File: src/rtl/canny_thresh_sched.sv
// Frame scheduler for the Canny gradient-maximum tracker: clears and gates the
// tracker per frame, then derives and publishes hysteresis thresholds.
module canny_thresh_sched #(
    parameter int DW         = 20,
    parameter int HI_NUM     = 8,
    parameter int LO_NUM     = 8,
    parameter int MIN_HIGH   = 64,
    parameter int RESET_HIGH = 400,
    parameter int RESET_LOW  = 200
) (
    input  logic          clk,
    input  logic          rst,
    input  logic          frame_start,
    input  logic          frame_end,
    input  logic          mag_valid,
    input  logic [DW-1:0] trk_max,
    output logic          trk_rst,
    output logic          trk_en,
    output logic [DW-1:0] th_high,
    output logic [DW-1:0] th_low,
    output logic          th_update,
    output logic [DW-1:0] frame_max,
    output logic          empty_frame,
    output logic [15:0]   frame_cnt,
    output logic [7:0]    abort_cnt
);

    localparam int PW = DW + 5;

    localparam logic [PW-1:0] HI_K   = PW'(HI_NUM);
    localparam logic [PW-1:0] LO_K   = PW'(LO_NUM);
    localparam logic [DW-1:0] MIN_H  = DW'(MIN_HIGH);
    localparam logic [DW-1:0] RST_HI = DW'(RESET_HIGH);
    localparam logic [DW-1:0] RST_LO = DW'(RESET_LOW);

    typedef enum logic [2:0] {
        IDLE,
        CLR,
        TRACK,
        CALC_HI,
        CALC_LO,
        PUB
    } state_t;

    state_t        state_q, state_d;
    logic          pend_q, pend_d;
    logic          seen_q, seen_d;
    logic [DW-1:0] hi_q, hi_d;
    logic [DW-1:0] lo_q, lo_d;
    logic [DW-1:0] th_high_q, th_high_d;
    logic [DW-1:0] th_low_q, th_low_d;
    logic [DW-1:0] frame_max_q, frame_max_d;
    logic          th_update_q, th_update_d;
    logic          empty_q, empty_d;
    logic [15:0]   frame_cnt_q, frame_cnt_d;
    logic [7:0]    abort_cnt_q, abort_cnt_d;

    // Ratios are at most 16/16, so the shifted products always fit DW bits.
    logic [PW-1:0] hi_prod;
    logic [PW-1:0] lo_prod;
    logic [DW-1:0] hi_raw;
    logic [DW-1:0] lo_raw;

    always_comb begin
        hi_prod = {5'd0, trk_max} * HI_K;
        lo_prod = {5'd0, hi_q} * LO_K;
        hi_raw  = DW'(hi_prod >> 4);
        lo_raw  = DW'(lo_prod >> 4);
    end

    always_ff @(posedge clk) begin
        if (rst) begin
            state_q     <= IDLE;
            pend_q      <= 1'b0;
            seen_q      <= 1'b0;
            hi_q        <= RST_HI;
            lo_q        <= RST_LO;
            th_high_q   <= RST_HI;
            th_low_q    <= RST_LO;
            frame_max_q <= '0;
            th_update_q <= 1'b0;
            empty_q     <= 1'b0;
            frame_cnt_q <= '0;
            abort_cnt_q <= '0;
        end else begin
            state_q     <= state_d;
            pend_q      <= pend_d;
            seen_q      <= seen_d;
            hi_q        <= hi_d;
            lo_q        <= lo_d;
            th_high_q   <= th_high_d;
            th_low_q    <= th_low_d;
            frame_max_q <= frame_max_d;
            th_update_q <= th_update_d;
            empty_q     <= empty_d;
            frame_cnt_q <= frame_cnt_d;
            abort_cnt_q <= abort_cnt_d;
        end
    end

    always_comb begin
        state_d     = state_q;
        pend_d      = pend_q;
        seen_d      = seen_q;
        hi_d        = hi_q;
        lo_d        = lo_q;
        th_high_d   = th_high_q;
        th_low_d    = th_low_q;
        frame_max_d = frame_max_q;
        th_update_d = 1'b0;
        empty_d     = 1'b0;
        frame_cnt_d = frame_cnt_q;
        abort_cnt_d = abort_cnt_q;

        unique case (state_q)
            IDLE: begin
                if (frame_start) begin
                    state_d = CLR;
                end
            end
            CLR: begin
                seen_d  = 1'b0;
                state_d = TRACK;
            end
            TRACK: begin
                if (mag_valid) begin
                    seen_d = 1'b1;
                end
                // A coincident frame_start belongs to the next frame.
                if (frame_end) begin
                    if (seen_q || mag_valid) begin
                        state_d = CALC_HI;
                        pend_d  = frame_start;
                    end else begin
                        empty_d = 1'b1;
                        pend_d  = 1'b0;
                        state_d = frame_start ? CLR : IDLE;
                    end
                end else if (frame_start) begin
                    state_d = CLR;
                    if (abort_cnt_q != 8'hFF) begin
                        abort_cnt_d = abort_cnt_q + 8'd1;
                    end
                end
            end
            CALC_HI: begin
                hi_d = (hi_raw < MIN_H) ? MIN_H : hi_raw;
                if (frame_start) begin
                    pend_d = 1'b1;
                end
                state_d = CALC_LO;
            end
            CALC_LO: begin
                lo_d = lo_raw;
                if (frame_start) begin
                    pend_d = 1'b1;
                end
                state_d = PUB;
            end
            PUB: begin
                th_high_d   = hi_q;
                th_low_d    = lo_q;
                frame_max_d = trk_max;
                th_update_d = 1'b1;
                frame_cnt_d = frame_cnt_q + 16'd1;
                state_d     = (pend_q || frame_start) ? CLR : IDLE;
                pend_d      = 1'b0;
            end
            default: begin
                state_d = IDLE;
            end
        endcase
    end

    assign trk_rst     = rst || (state_q == CLR);
    assign trk_en      = (state_q == TRACK) && mag_valid;
    assign th_high     = th_high_q;
    assign th_low      = th_low_q;
    assign th_update   = th_update_q;
    assign frame_max   = frame_max_q;
    assign empty_frame = empty_q;
    assign frame_cnt   = frame_cnt_q;
    assign abort_cnt   = abort_cnt_q;

endmodule
File: config.mk
export PLATFORM = sky130hd
export DESIGN_NAME = canny_thresh_sched
export DESIGN_NICKNAME = d
export VERILOG_FILES = /design/src/rtl/canny_thresh_sched.sv
export SDC_FILE = /design/constraint.sdc
export NUM_CORES = 1
export LEC_CHECK = 0
export CAP_MARGIN = 20
export CORE_ASPECT_RATIO = 1.2
export CORE_UTILIZATION = 36
export CTS_BUF_LIST = sky130_fd_sc_hd__clkbuf_2 sky130_fd_sc_hd__clkbuf_4 sky130_fd_sc_hd__clkbuf_8
export DETAILED_ROUTE_END_ITERATION = 12
export PLACE_DENSITY = 0.68
export SETUP_SLACK_MARGIN = 0.2
export SLEW_MARGIN = 10
export SYNTH_ARGS = -nofsm -noshare
export SYNTH_HDL_FRONTEND = slang
export SYNTH_SLANG_ARGS = --single-unit
File: constraint.sdc
create_clock -name clk -period 2.1 [get_ports clk]
set_clock_uncertainty 0.1 [all_clocks]
set_input_delay 0.21 -clock clk [delete_from_list [all_inputs] [get_ports clk]]
set_output_delay 0.21 -clock clk [all_outputs]
set_load 0.05 [all_outputs]
==> results list, run 1 <==
- The worst setup path is launched from a register.
- Maximum clock rate: 549 MHz
- The via count of the first global-routing pass was between 4k and 5k.
* Flops & latches, synth: between 100 and 150
- After synthesis, flip-flops and latches occupy a little over half of the total area.
* Most frequent cells after synthesis: nand2_1 (190), dfxtp_1 (125), a21oi_1 (95)
- Of the available clock period, the critical path in the final layout requires 86.8%.
- Largest net degree at the start of global routing: just over 80
* Biggest cell delay along the critical path: about 0.79 ns
- GRT overflow: 0
- Cells along the critical path: clkdlybuf4s50_1
- The count of nets left with antenna violations once routing finished came out at 0.
- CTS tree: yes
- Yosys top cell by area: dfxtp_1
* Storage element area: between 2000 and 3000 um^2
- The longest clock path from root to sink contains 2 buffers.
- Detailed-route wire length per cell: about 14 um
- The run finished with clean final reports.
- Summing every instance area after synthesis gives about 4700 um^2.
* Worst Setup End Kind: primary output
- Data required time at the worst endpoint: approximately 1.8 ns
- In this run the worst hold path is classified as primary input to register.
- Crit path arrival time: around 1.5 ns
- After the last flow step, the layout net total stands at 710.
- The multi-input combinational cells in the finished layout cover a total of 2050 um^2.
- After synthesis, the largest area contributor takes up ~53% of total cell area.
- Pwr/cell area: around 720 nW/um^2
- In this run the number of H-tree levels came out at 4.
- Time the final worst path needs with I/O delays and setup: 1.82 ns
* Drt first pass iters: 4
* Worst VDD drop: approximately 0.32 mV
- Yosys printed 0 warnings.
* First-pass GRT wire length: 19,600 um
- Crit-path max FO: 1
- Setup violations remaining at the end of the flow were counted as 0.
- Of the cells placed in the final design, the portion with a size suffix greater than 1 is 9.48%.
- Cell with the most instances after synthesis: nand2_1
- Among cell families on the critical path, the largest total delay comes from buffers and inverters.
* Horiz. Die Dim: 106 um
- For the pin with the worst max-slew slack, the measured transition is 0.549 ns.
- For this run, design rule violations remaining after detail routing come to 0.
- Number of placement rows: 45
- Asr flop ratio synth: 0%
- In this run the mean area of a mapped cell was slightly above 8 um^2.
* Cell variety after synth: 43
* Count of boundary I/O pins: roughly 110
- Setup repair after global routing missed its margin: yes
- Number of antenna violations at the first check in global routing: 0
- Number of buffers and inverters on the critical path: 1
- Final Hold Violating Endpoints: 0
- In the synthesized netlist, the number of instances is about 580.
- The initial utilization of the core area, before any placement, comes to 37.0%.
- The final layout contains routed wiring with a total length of 12,200 um.
* Most frequently used flop master after synthesis: dfxtp_1
* Setup Total Neg Slack: 0 ns
* Worst hold margin: 0.140 ns
- Core area: about 13,000 um^2
- The analysis attributes to cell leakage a power of ~2.7 nW.
- Routability cong.: between 0.7 and 0.8
- The later pin in the worst-skew pair is clocked with a latency of roughly 0.42 ns.
- Total routing resource utilization after global routing: ~18%
* Worst-path clk slew: ~0.070 ns
- Number of clock sinks: around 130
* HPWL Detailed: approximately 8500 um
- Path type of the worst setup path: register to primary output
* # hold bufs at CTS: 0
- Relative to the synthesized area, the layout overhead comes to 34.2%.
- After filler insertion, the fill cell instance count of the layout stands at about 1.3k.
* Library cell used as clock root buffer: clkbuf_8
- Die boundary height: 127 um
* Total clock buffers created by CTS: 17
- DRC violation total after the first TritonRoute iteration: 250
- Critical-path cell with the highest stage delay: clkdlybuf4s50_1
- Remaining max-slew budget at the tightest pin: around 64%
- Using the TritonRoute via totals, the vias-per-cell ratio works out to ~4.9.
- Overall die area: between 10,000 and 15,000 um^2
- The routed layout has 4,211 vias.
* Count of buffers inserted at the top-level ports: 109
- Diodes inserted: 0
* Leading cell types by total area after synthesis: dfxtp_1 (53%), nand2_1 (15%), a21oi_1 (10%)
- Yosys mapped a number of flops with a built-in enable equal to 0.
- Max Slew Vio Count: 0
* Total of max-cap violations: 0
worst paths after layout:
path	from	end	slack [ns]	cells after the start
max reg2reg	frame_cnt[1]	frame_cnt[14]	0.31	5
max	th_update	th_update	0.28	1
min	rst	frame_cnt[9]	0.14	2
min reg2reg	frame_max[14]	frame_max[14]	0.35	2
per-layer routing:
metal | vias to the layer above | routed length (um) | GRT usage [%]
met4 | 0 | 127 | 6.77
li1 | 2138 | - | -
met3 | 8 | 517 | 4.80
met1 | 1966 | 5320 | 22.4
met5 | - | 0 | 0
met2 | 99 | 6190 | 31.3
stage by stage:
| step | util [%] | worst slack [ns] | power (W) | area (um^2) | cells |
|---|---|---|---|---|---|
| floorplan | - | 0.229 | 0.00257 | 4730 | 583 |
| global placement | 46.8 | 0.180 | 0.00266 | 5960 | 825 |
| detailed placement | 46.8 | 0.0591 | 0.00266 | 5960 | 825 |
| CTS | 49.1 | 0.200 | 0.00458 | 6250 | 857 |
| global route | 49.7 | 0.171 | 0.00470 | 6320 | 860 |
| finish | 49.7 | 0.277 | 0.00453 | 6320 | 860 |
registers in the layout, summed over array words and instances, names as in the netlist:
name / cells
lo_q: 18
empty_frame: 1
state_q: 3
pend_q: 1
th_low: 18
abort_cnt: 8
th_high: 19
hi_q: 19
th_update: 1
frame_cnt: 16
seen_q: 1
frame_max: 20
layout make-up:
class	count	share of cell area, %
Sequential cell	125	39.9
Clock buffer	18	3.92
Inverter	4	0.238
Clock inverter	14	1.90
Multi-Input combinational cell	414	32.4
Tap cell	164	3.25
Timing Repair Buffer	121	18.3
where the power goes:
part / leakage [nW] / internal (W) / switching [W]
clock network: 0.177 / 0.000962 / 0.000954
logic: 1.54 / 0.0000850 / 0.000126
registers: 1.01 / 0.00238 / 0.0000172
total: 2.73 / 0.00343 / 0.00110
logic make-up after synthesis:
kind of cell	count (synthesis)	synth area share [%]
compound gates	117	13.2
xor+xnor	12	2.23
fa+ha+maj	2	0.531
buf+inv	44	3.96
flops	125	53.1
mux	1	0.213
other cells	1	0.0796
simple gates	279	26.7
cell usage in the layout, fill, tap and decap left out, types with 2 or more instances in the layout:
master / Yosys / layout
nand2_1: 190 / 190
dfxtp_1: 125 / 113
a21oi_1: 95 / 95
dlygate4sd2_1: 0 / 68
clkdlybuf4s50_1: 0 / 25
nor2_1: 21 / 21
clkbuf_8: 0 / 18
nand3_1: 14 / 14
dlymetal6s2s_1: 0 / 13
nand3b_1: 12 / 12
buf_4: 5 / 12
o21ai_0: 10 / 10
dfxtp_2: 0 / 10
xor2_1: 9 / 9
or3_1: 6 / 6
nand4_1: 5 / 5
clkinvlp_4: 0 / 5
inv_1: 4 / 4
nor4_1: 4 / 4
o31ai_1: 4 / 4
or4_1: 4 / 4
clkinv_2: 0 / 4
nand2b_1: 4 / 3
nor2b_1: 3 / 3
and3_1: 3 / 3
xnor2_1: 3 / 3
conb_1: 1 / 3
buf_12: 0 / 3
o21bai_1: 2 / 2
nor3_1: 2 / 2
and4_1: 2 / 2
o2111ai_1: 2 / 2
ha_1: 2 / 2
clkinv_4: 0 / 2
dfxtp_4: 0 / 2
repair_timing:
action                                  CTS  global route
endpoints found under the setup margin   71            29
gates resized for setup                  71            16
buffers inserted                          0             3
cloned                                    0             0
(Power assumes the default switching activity.)
==> run 2, diff against run 1 <==
Settings changed: SLEW_MARGIN 10 to 30.
Clock period 2.1 ns to 2.3 ns, I/O delays scaled along.
==> run 2 against run 1 <==
Final area is 0.24% lower. Routed wire length fell by 1.8%. Critical path type unchanged. Power decreased by 6.1%. Via count rose by 0.36%. Combinational power is 13% lower. Critical path depth stayed put. Count of clock-buffer cells in the layout grew 1. Core utilization fell by 0.12 points.
==> results list, run 2 (synthesis gave the netlist of run 1 again) <==
- Largest net degree at the start of global routing: 81
- Drt first pass iters: 5
- Once routing completed, OpenROAD measured the worst setup slack at between 0.2 and 0.3 ns.
* Maximum number of buffers from clock root to sink: 2
* Core area: ~13,000 um^2
* Critical path's top delay family: buffers and inverters
* Max reg flops: 20
- Cells along the critical path: clkdlybuf4s50_1
- Routability cong.: 0.796
- At the pin with the least slew margin, the transition time is 0.757 ns.
- Setup repair after global routing left no endpoint under its margin.
- Fraction of final layout cells with drive strength greater than 1: under 10%
- CTS tree: yes
- The startpoint identified for the worst register-to-register timing path is frame_cnt[5].
* First-pass GRT wire length: between 15,000 and 20,000 um
- Cells on worst reg2reg path: 4
* Critical-path cell with the highest stage delay: clkdlybuf4s50_1
- Run status: finished, final reports clean
* Via density per instance: approximately 4.9
- In this run, the number of DRC markers left after iteration 0 of detailed routing was between 200 and 250.
* Number of clock sinks: 125
- The die is between 100 and 150 um wide.
* Crit-path max FO: 6
* CP startpoint kind: register
- Overall die area: 13,500 um^2
* Wire length reported by the detailed router: 11,900 um
- Number of buffers and inverters on the critical path: 1
- Across all hold checks on the routed design, the worst slack comes to between 0.1 and 0.15 ns.
* Worst-path clk slew: around 0.07 ns
- Fin crit share: around 89%
* Number of placement rows: 45
- Most frequent standard cell in the layout excluding fill and tap cells: nand2_1
* Setup Total Neg Slack: 0 ns
* Commonest cells after routing, fill and taps aside: nand2_1 (190), dfxtp_1 (123), clkdlybuf4s50_1 (104), a21oi_1 (95), nor2_1 (21)
- In the final design database the tool counted around 700 nets.
- The via count of the first global-routing pass came to 3,837.
* Max Slew Vio Count: 0
- The worst setup path is captured at a primary output.
- Summed over all layers, the global routing overflow is 0.
- Area growth, synth to finish: 33.8%
- The detail route stage leaves a number of antenna-violating nets equal to 0.
- For the worst setup path, the data arrival time is 1.72 ns.
- Count of buffers inserted at the top-level ports: 109
* Maximum clock rate: around 490 MHz
* Filler instances: around 1.3k
* Power after layout: between 0.004 and 0.005 W
- The initial antenna violation count was 0.
- Clock tree synthesis inserted a total of 17 buffers.
- During I/O placement, the number of pins put on the boundary was around 110.
- Drt drc: 0
- Library cell used as clock root buffer: clkbuf_8
- VDD sags by at most between 0.3 and 0.4 mV.
* Total of max-cap violations: 0
* Lkg Pwr: approximately 2.2 nW
* Launch point of the worst hold path: rst
- Vias after detailed routing: between 4k and 5k
* Final Hold Violating Endpoints: 0
* Die boundary height: roughly 130 um
- Detailed placement finished with a half-perimeter wire length of 8110 um.
- The worst register-to-register path has a setup slack of around 0.41 ns.
- Dpl ws: 0.269 ns
- The path with the worst hold slack has its endpoint at frame_cnt[5].
- Detailed-route wire length per cell: roughly 14 um
- Along the worst hold path, the cell count comes to 2.
- The endpoint identified for the worst register-to-register timing path is frame_cnt[13].
* Path type of the worst setup path: register to primary output
- Clock latency at the later pin of the worst-skew pair: around 0.44 ns
- Setup violations remaining at the end of the flow were counted as 0.
- Starting density of the core: between 30% and 40%
- Global routing used roughly 18% of the available tracks.
- In this run the number of H-tree levels came out at 4.
- Data required time at the worst endpoint: 1.97 ns
- Counting I/O delays and the setup requirement, the final critical path takes 2.05 ns.
* Diodes inserted: 0
- Biggest cell delay along the critical path: ~0.84 ns
- Kind of path behind the tightest hold check: primary input to register
* Remaining max-slew budget at the tightest pin: around 50%
- For this design the ratio of total power to cell area is approximately 670 nW/um^2.
## run 2: cell types whose count changed in the layout (fill, tap and decap cells not counted), sizes merged
cell	previous run	this run
clkinvlp	5	3
dlygate4sd2	68	0
clkdlybuf4s50	25	104
bufinv	1	2
buf	15	9
dlymetal6s2s	13	2
clkbuf	18	19
## run 2: power by group
group | leakage, nW | switching, W | internal [W] | total, W
combinational | 0.998 | 0.000112 | 0.0000722 | 0.000184
sequential | 1.01 | 0.0000156 | 0.00218 | 0.00219
clock | 0.193 | 0.000884 | 0.000989 | 0.00187
total | 2.20 | 0.00101 | 0.00324 | 0.00425
## run 2: worst max path at each step
stage / from / endpoint / slack [ns] / cells after the start
after floorplan: frame_cnt[4] / frame_cnt[15] / 0.25 / 4
after CTS: frame_cnt[8] / frame_cnt[8] / 0.23 / 1
after detailed placement: frame_start / abort_cnt[4] / 0.27 / 5
after global routing: abort_cnt[3] / abort_cnt[3] / 0.20 / 1
final: abort_cnt[2] / abort_cnt[2] / 0.25 / 1
after global placement: frame_start / abort_cnt[6] / 0.33 / 5
## run 2: per-stage QoR
step                std cells  area, um^2  utilization (%)
CTS                       854        6300             49.5
finish                    854        6300             49.5
floorplan                 583        4720                -
detailed placement        822        5910             46.4
global route              854        6300             49.5
global placement          822        5910             46.4
## run 2: area by class of cell
| type | count | area (um^2) | share of cell area, % |
|---|---|---|---|
| Clock buffer | 19 | 249 | 3.95 |
| Clock inverter | 13 | 141 | 2.24 |
| Inverter | 4 | 15.0 | 0.238 |
| Multi-Input combinational cell | 414 | 2030 | 32.2 |
| Sequential cell | 125 | 2500 | 39.7 |
| Tap cell | 164 | 205 | 3.26 |
| Timing Repair Buffer | 115 | 1160 | 18.4 |
## run 2: routing by layer
metal,wire [um],global-route usage (%),vias to the layer above
li1,-,-,2122
met1,5280,23.0,1984
met2,5790,28.8,102
met3,642,5.71,18
met4,223,6.93,0
met5,0,0,-
## run 2: timing repair
action                                  CTS  global route
resized for setup                         0             2
hold buffers                              0             0
endpoints found under the setup margin    0             2
buffers inserted                          0             0
==> run 3, diff against run 2 <==
Clock period 2.3 ns to 2.6 ns, I/O delays scaled along.
==> run 3 against run 2 <==
Critical path depth rose by 2. First-iteration DRC count is 15% higher. Register-to-register slack gained 0.06 ns. Final cell count stayed put. Sequential power down 11%. Critical path type unchanged.
==> results list, run 3 (synthesis gave the netlist of run 1 again) <==
- The flow ran to the end, and the final reports show no timing, DRC or antenna violations.
- Area growth, synth to finish: 32.7%
- Postcts setup bufs: 0
* Wire length reported by the detailed router: around 12,000 um
- Via density per instance: 4.92
- Largest net degree at the start of global routing: approximately 130
- 113 I/O pins were placed.
- Filler instances: about 1.3k
* Number of levels in the clock H-tree: 4
- Number of antenna violations at the first check in global routing: 0
* Total instance count after detailed placement: just over 800
- Excluding fillers, the count of instances in the completed layout stands at approximately 850.
* Crit path arrival time: between 1.5 and 2 ns
- The critical path starts at state_q[0].
* DRC violation total after the first TritonRoute iteration: between 200 and 250
* Die boundary height: 127 um
* Library cell used as clock root buffer: clkbuf_8
- The floorplan step set the die width to 106 um.
* Starting density of the core: between 30% and 40%
* Data required time at the worst endpoint: between 2 and 2.5 ns
* Number of gates given a new drive strength after cts: 2
- Number of placement rows: 45
* Worst VDD drop: roughly 0.28 mV
- CP startpoint kind: register
- Diodes inserted: 0
* Number of routed nets with antenna violations: 0
- The HPWL after detailed placement is just over 8000 um.
- Detailed-route wire length per cell: about 14 um
- Summed over all failing endpoints, the final setup total negative slack is 0 ns.
- Vias after detailed routing: 4,205
- The register with the most flip-flops in the layout has 20 of them.
- Biggest cell delay along the critical path: between 0.5 and 0.6 ns
- Broken down by cell family, the worst path's largest delay share belongs to buffers and inverters.
* Lkg Pwr: 2.15 nW
- The floorplan step defined a die boundary enclosing ~14,000 um^2.
* Worst-path clk slew: roughly 0.070 ns
- The signal on the critical path passes through nand2b_1 > o21bai_1 > dlygate4sd2_1.
- In this run the critical register-to-register path is launched from state_q[0].
* Vias in the first global route: ~4.0k
- Counting the buffers created by CTS gives 17.
* Pwr/cell area: a little under 600 nW/um^2
- # hold bufs at CTS: 0
* Drt first pass iters: 5
- Across the run, the number of max-cap violations was 0.
- Maximum clock rate: 441 MHz
* Clock latency at the later pin of the worst-skew pair: between 0.4 and 0.5 ns
* Fin crit share: 87.2%
- Most frequent standard cell in the layout excluding fill and tap cells: nand2_1
* Final Hold Violating Endpoints: 0
- Counting every sink on the clock net gives between 100 and 150.
- Routability cong.: ~0.76
- TritonCTS built the clock tree.
- Global routing finished with a remaining overflow of 0.
- The post-route netlist has under 10% of its cells at a drive strength greater than 1.
- Core area: between 10,000 and 15,000 um^2
* Number of failing setup endpoints in the final timing report: 0
- Counting both buffers and inverters, the worst setup path holds a total of 1.
- Setup repair after global routing missed its margin: no
- The critical path is of the register to primary output type.
- First-pass GRT wire length: 19,600 um
- Transition time at the pin with the least slew margin: slightly above 0.8 ns
- Max Slew Vio Count: 0
- Maximum number of buffers from clock root to sink: 2
* Critical-path cell with the highest stage delay: dlygate4sd2_1
- Global routing consumed, over all layers together, between 10% and 20% of the routing resources.
- The startpoint identified for the worst hold timing path is rst.
- Crit-path max FO: 10
- Worst Setup End Kind: primary output
* Time the final worst path needs with I/O delays and setup: around 2.3 ns
- Buffers placed on the I/O ports in this run total between 100 and 150.
- In this run the tightest slew margin relative to its limit is between 40% and 50%.
- Drt drc: 0
- The worst hold path belongs to the class primary input to register.
- In this run the register-to-register setup slack is 0.47 ns.
- The library cells used most frequently in the layout, excluding fill and tap cells, are nand2_1 (190), dfxtp_1 (125), clkdlybuf4s50_1 (106), a21oi_1 (95), nor2_1 (21).
- After the last flow step, the layout net total stands at around 700.
==> run 3: cell types whose count changed in the layout (fill, tap and decap cells not counted) <==
| cell | delta |
|---|---|
| dfxtp_1 | +2 |
| buf_4 | -1 |
| clkdlybuf4s50_1 | +2 |
| dlymetal6s2s_1 | -2 |
| dfxtp_2 | -2 |
| clkbuf_8 | +3 |
| buf_12 | -1 |
| bufinv_16 | -2 |
| clkinv_2 | +2 |
| clkbuf_2 | +1 |
| clkinvlp_4 | -1 |
| dlygate4sd2_1 | +1 |
| inv_6 | -2 |
==> run 3: layout make-up <==
class | count | area [um^2] | share of cell area [%]
Inverter | 4 | 15.0 | 0.240
Clock inverter | 10 | 66.3 | 1.06
Sequential cell | 125 | 2500 | 40.0
Tap cell | 164 | 205 | 3.28
Multi-Input combinational cell | 414 | 2030 | 32.5
Clock buffer | 22 | 290 | 4.65
Timing Repair Buffer | 115 | 1140 | 18.2
==> run 3: power by group <==
part / leakage (nW) / internal, W / total (W) / switching, W
registers: 1.01 / 0.00193 / 0.00194 / 0.0000137
clock network: 0.185 / 0.000751 / 0.00150 / 0.000750
logic: 0.957 / 0.0000620 / 0.000163 / 0.000101
total: 2.15 / 0.00274 / 0.00360 / 0.000865
==> run 3: metal layers <==
layer / GRT usage (%) / vias up / wire length (um)
met2: 29.6 / 113 / 5890
li1: - / 2130 / -
met3: 5.66 / 8 / 709
met1: 23.2 / 1954 / 5390
met4: 6.53 / 0 / 110
met5: 0 / - / 0
==> run 3: path summary, 6_finish.rpt <==
check,to,cells after the start
setup / recovery,trk_rst,3
hold / removal,seen_q,3
setup reg to reg,frame_cnt[14],4
hold reg to reg,th_low[17],2
==> run 3: metrics by stage <==
stage / setup slack [ns] / area [um^2] / util, % / hold WS (ns) / power [W]
finish: 0.333 / 6250 / 49.1 / 0.150 / 0.00360
global route: 0.211 / 6250 / 49.1 / 0.147 / 0.00374
CTS: 0.277 / 6250 / 49.1 / 0.128 / 0.00365
detailed placement: 0.470 / 5900 / 46.4 / 0.348 / 0.00215
global placement: 0.523 / 5900 / 46.4 / 0.343 / 0.00214
floorplan: 0.408 / 4720 / - / 0.281 / 0.00207
==> run 3: worst min-delay path, stage by stage <==
cell and delay, ns:
buf_4 0.12, o21bai_1 0.15, o21ai_0 0.09
